[config.mk]
export PLATFORM = sky130hd
export DESIGN_NAME = dac_sample_sequencer
export DESIGN_NICKNAME = d
export VERILOG_FILES = /design/src/rtl/dac_sample_sequencer.sv
export SDC_FILE = /design/constraint.sdc
export NUM_CORES = 1
export LEC_CHECK = 0
export CAP_MARGIN = 20
export CORE_MARGIN = 8
export CORE_UTILIZATION = 53
export CTS_BUF_LIST = sky130_fd_sc_hd__clkbuf_16
export DETAILED_ROUTE_END_ITERATION = 7
export PLACE_DENSITY = 0.8
export SETUP_SLACK_MARGIN = 0.4
export SLEW_MARGIN = 40
export SYNTH_ARGS = -nofsm -noshare
export SYNTH_HDL_FRONTEND = slang
export SYNTH_SLANG_ARGS = --single-unit
[constraint.sdc]
create_clock -name XCK -period 3.65 [get_ports XCK]
set_clock_uncertainty 0.05 [all_clocks]
set_input_delay 0.73 -clock XCK [delete_from_list [all_inputs] [get_ports XCK]]
set_output_delay 0.73 -clock XCK [all_outputs]
set_load 0.01 [all_outputs]
[src/rtl/dac_sample_sequencer.sv]
// dac_sample_sequencer: two-requester round-robin sample FIFO, rate-paced pop to an active-low DAC load strobe
module dac_sample_sequencer #(
  parameter int DEPTH = 4,
  parameter int RATE_W = 12
) (
  input  logic              XCK,
  input  logic              RESET,
  input  logic              EN,
  input  logic [RATE_W-1:0] RATE,
  input  logic              DSP_WR,
  input  logic [15:0]       DSP_D,
  output logic              DSP_ACK,
  input  logic              CPU_WR,
  input  logic [15:0]       CPU_D,
  output logic              CPU_ACK,
  output logic              FULL,
  output logic              EMPTY,
  output logic              UNDERRUN,
  input  logic              UNDERRUN_CLR,
  output logic              DACWRL,
  output logic [15:0]       DACD
);
  localparam int AW = $clog2(DEPTH);
  localparam logic [AW:0] DEPTH_C = (AW+1)'(DEPTH);
  logic [15:0] mem [DEPTH];
  logic [AW-1:0] rd_ptr, wr_ptr;
  logic [AW:0] count, count_nx;
  logic [RATE_W-1:0] rate_cnt;
  logic prefer_cpu, tick, push, pop;
  logic [15:0] push_d;
  always_comb begin
    tick = EN && rate_cnt == '0;
    pop = tick && count != '0;
    push = count < DEPTH_C && (DSP_WR || CPU_WR);
    DSP_ACK = push && DSP_WR && (!CPU_WR || !prefer_cpu);
    CPU_ACK = push && !DSP_ACK;
    push_d = DSP_ACK ? DSP_D : CPU_D;
    count_nx = count + {{AW{1'b0}}, push} - {{AW{1'b0}}, pop};
  end
  always_ff @(posedge XCK) begin
    if (RESET) begin
      count <= '0;
      rd_ptr <= '0;
      wr_ptr <= '0;
      FULL <= 1'b0;
      EMPTY <= 1'b1;
      UNDERRUN <= 1'b0;
      DACWRL <= 1'b1;
      DACD <= '0;
      rate_cnt <= RATE;
      prefer_cpu <= 1'b0;
    end else begin
      count <= count_nx;
      FULL <= count_nx == DEPTH_C;
      EMPTY <= count_nx == '0;
      rate_cnt <= (!EN || tick) ? RATE : rate_cnt - RATE_W'(1);
      if (push) begin
        wr_ptr <= wr_ptr + AW'(1);
        prefer_cpu <= DSP_ACK;
      end
      if (pop) begin
        rd_ptr <= rd_ptr + AW'(1);
        DACD <= mem[rd_ptr];
      end
      DACWRL <= !pop;
      UNDERRUN <= (tick && count == '0) || (UNDERRUN && !UNDERRUN_CLR);
    end
  end
  always_ff @(posedge XCK)
    if (push) mem[wr_ptr] <= push_d;
endmodule

==> results.cfg <==
[clocking]
clockRootBuffer = clkbuf_16
htreeDepth = 3
clkTransAtPathRegs_ns = 0.07
clock_path_buffers = 2
cts_resized = 0
clk_latency_ns = 0.34
cts_tree = built
cts_num_sinks = 104
numCtsBuffers = 9
hold_buffers = 0
post-cts-setup-buffers = 0

[synthesis]
yosysWarnings = 0
synth_area_um2 = 4330
synth_largest_area_cell = edfxtp_1
syn-num-nets = 371
syn_inst = 313
synth_compound_area_frac = 0.06097
synth_fa_ha_area_frac = 0.02485
ys_seq_area_frac = 0.6287
synth_area_per_cell_um2 = 13.84
synth_edf_count = 64
synth_simple_gate_area_frac = 0.1029
ys_types = 45
async_reset_ff_frac = 0
synth_top_area_frac = 0.4438
ys.flop_type = edfxtp_1
yosys_register_bits = 104
synth_mux_area_frac = 0.1323
synth_top_family_by_area = multiplexers
synthTopCellsByArea = edfxtp_1 (44%), dfxtp_1 (18%), mux4_2 (8.3%)
yosys.area_share.xor_xnor = 0.01820

[floorplan]
chipWidth_um = 106.4
die_h_um = 106.4
core_area_um2 = 8051
fp-row-count = 33
die-area_um2 = 11320
start_util = 0.5378
num_io_pins = 72

[layout]
final_core_util = 0.6769
layout_common_cells = clkdlybuf4s50_1 (71), edfxtp_1 (64), nand2_1 (43)
nets = 449
final_cells = 500
area_growth_pct = 25.86
n_fill_cell = 575
layout_commonest_cell = clkdlybuf4s50_1
drive_gt1_frac = 0.1696
diodes = 0

[timing]
max_freq_mhz = 340.1
period_needed_ns = 2.941
hold_violations = 0
drv_slew = 0
rsz0062_at_grt = false
relSlewSlack = 0.4809
post-route-period-util = 0.8057
setup_tns_ns = 0
worst-slew-pin-transition_ns = 0.7751
setup_viol = 0

[setup_path]
cp_num_buf_inv = 3
cp_common_cell = clkdlybuf4s50_1
startpoint = DSP_WR
path_delay_family = buffers and inverters
cp_num_cells = 4
path_cells = clkdlybuf4s50_1 -> inv_1 -> a211oi_4 -> clkdlybuf4s50_1
rr_endpoint = FULL
critPathRequiredTime_ns = 2.87
crit_path_max_incr_delay_ns = 0.58
reg2regPathDepth = 12
arrival_ns = 2.16
rrSetupSlack_ns = 0.87
crit_end = DSP_ACK
end_kind = primary output
path_class = input pin to primary output
r2r-start = rate_cnt[0]
crit_fanout = 3
cp-start-kind = input pin
cpMaxStageDelayCell = clkdlybuf4s50_1

[pwr]
swShare = 0.2499
share_seq_of_total_power = 0.517
powerDensity_nw_per_um2 = 568.8
power_leakage_nw = 1.846
pwr-share-clk = 0.299
ir_drop_uv = 399.3
p_switching_w = 0.0007746
power.internal_w = 0.002325
combinationalPowerShare = 0.184

[worst_hold_path]
worstHoldPathType = flip-flop to flip-flop

[drt]
routed_wl_um = 9035
dr.pass1.iters = 4
antenna_left = 0
routed_via_density = 5.466
drcViolationCount = 0
drt_iter0_markers = 169
wire_per_inst_um = 18.07
num_vias = 2733

[placement]
dp_cells = 485
portBuffers = 71
gp_congestion = 0.7919
hpwl_um = 6137

[global_route]
grt_pass1_wl_um = 14860
overflow = 0
track_usage = 0.1688
grt_max_degree = 27
antenna_found_initial = 0
grt_pass1_vias = 2918

[run]
drv_cap = 0

[outcome]
outcome = completed
how the worst min path moves through the flow:
stage,depth (start not counted),endpoint,slack [ns],from
2_1_floorplan,2,wr_ptr[1],0.42,wr_ptr[1]
3_3_place_gp,2,DACD[15],0.39,DACD[15]
3_5_place_dp,2,DACD[11],0.39,DACD[11]
4_1_cts,2,DACD[11],0.40,DACD[11]
5_1_grt,2,DACD[12],0.43,DACD[12]
6_report,2,DACD[11],0.40,DACD[11]
power groups by stage:
stage,clock [W],sequential (W),combinational [W]
after floorplan,0,0.00160,0.000360
after global placement,0,0.00161,0.000554
after detailed placement,0,0.00163,0.000574
after CTS,0.000947,0.00160,0.000578
after global routing,0.000992,0.00162,0.000629
final,0.000926,0.00160,0.000571
per-layer routing:
metal  vias to the layer above  GRT usage  part of all wire
li1                       1294          -                 -
met1                      1334     0.1958              0.40
met2                        97     0.2927              0.51
met3                         8    0.04779             0.073
met4                         0    0.05930             0.011
met5                         -          0                 0
state kept, by name, indices dropped and copies added, names as in the netlist:
name,count
mem,64
DACD,16
rate_cnt,12
count,3
rd_ptr,2
wr_ptr,2
DACWRL,1
EMPTY,1
FULL,1
UNDERRUN,1
prefer_cpu,1
synth_stat cells (all sizes together), types with 2 or more instances:
cell / count
buf: 9
xor2: 2
nor3: 3
nor3b: 2
ha: 7
clkbuf: 5
a31oi: 3
o31ai: 3
xnor2: 7
edfxtp: 64
nor2b: 2
a21oi: 29
dfxtp: 40
nor4: 3
nand3: 2
o21ai: 2
or4: 4
and2: 4
mux4: 16
inv: 12
mux2: 18
or3: 3
nor2: 17
nand2: 43
per-stage QoR:
stage                     hold slack, ns  setup WS (ns)  total power [W]  instance area, um2
after floorplan                   0.4192         0.9373         0.001961                4330
after global placement            0.3935         0.4991         0.002163                5161
after detailed placement          0.3938         0.3861         0.002200                5161
after CTS                         0.4034         0.6917         0.003130                5449
after global routing              0.4259         0.5566         0.003245                5450
final                             0.4030         0.7094         0.003100                5450
worst register-to-register path, stage by stage, from the launching register on:
cell     delay, ns
dfxtp_1       0.35
inv_1         0.12
ha_1          0.23
nor3b_1       0.43
nand4_1       0.19
nand2_1       0.11
nand2_1       0.05
ha_1          0.20
fa_1          0.38
xnor2_1       0.17
xnor2_1       0.16
nand2_1       0.10
nor3_1        0.15
area by class of cell:
| type | count | area (um2) | share of cell area |
|---|---|---|---|
| Sequential cell | 104 | 2724 | 0.4998 |
| Multi-Input combinational cell | 183 | 1476 | 0.2709 |
| Timing Repair Buffer | 81 | 785.8 | 0.1442 |
| Clock buffer | 9 | 225.2 | 0.04132 |
| Tap cell | 105 | 131.4 | 0.02410 |
| Clock inverter | 6 | 62.56 | 0.01148 |
| Inverter | 12 | 45.04 | 0.008264 |
kinds of logic (layout without fill, tap and decap cells):
group / Yosys count / after routing
XOR/XNOR: 9 / 9
adder cells (fa/ha/maj): 8 / 8
AO/OA/AOI/OAI: 44 / 44
buffers and inverters: 26 / 108
multiplexers: 35 / 35
flip-flops: 104 / 104
AND/OR/NAND/NOR: 87 / 87
Note: power is estimated with default switching activity, not from simulation.
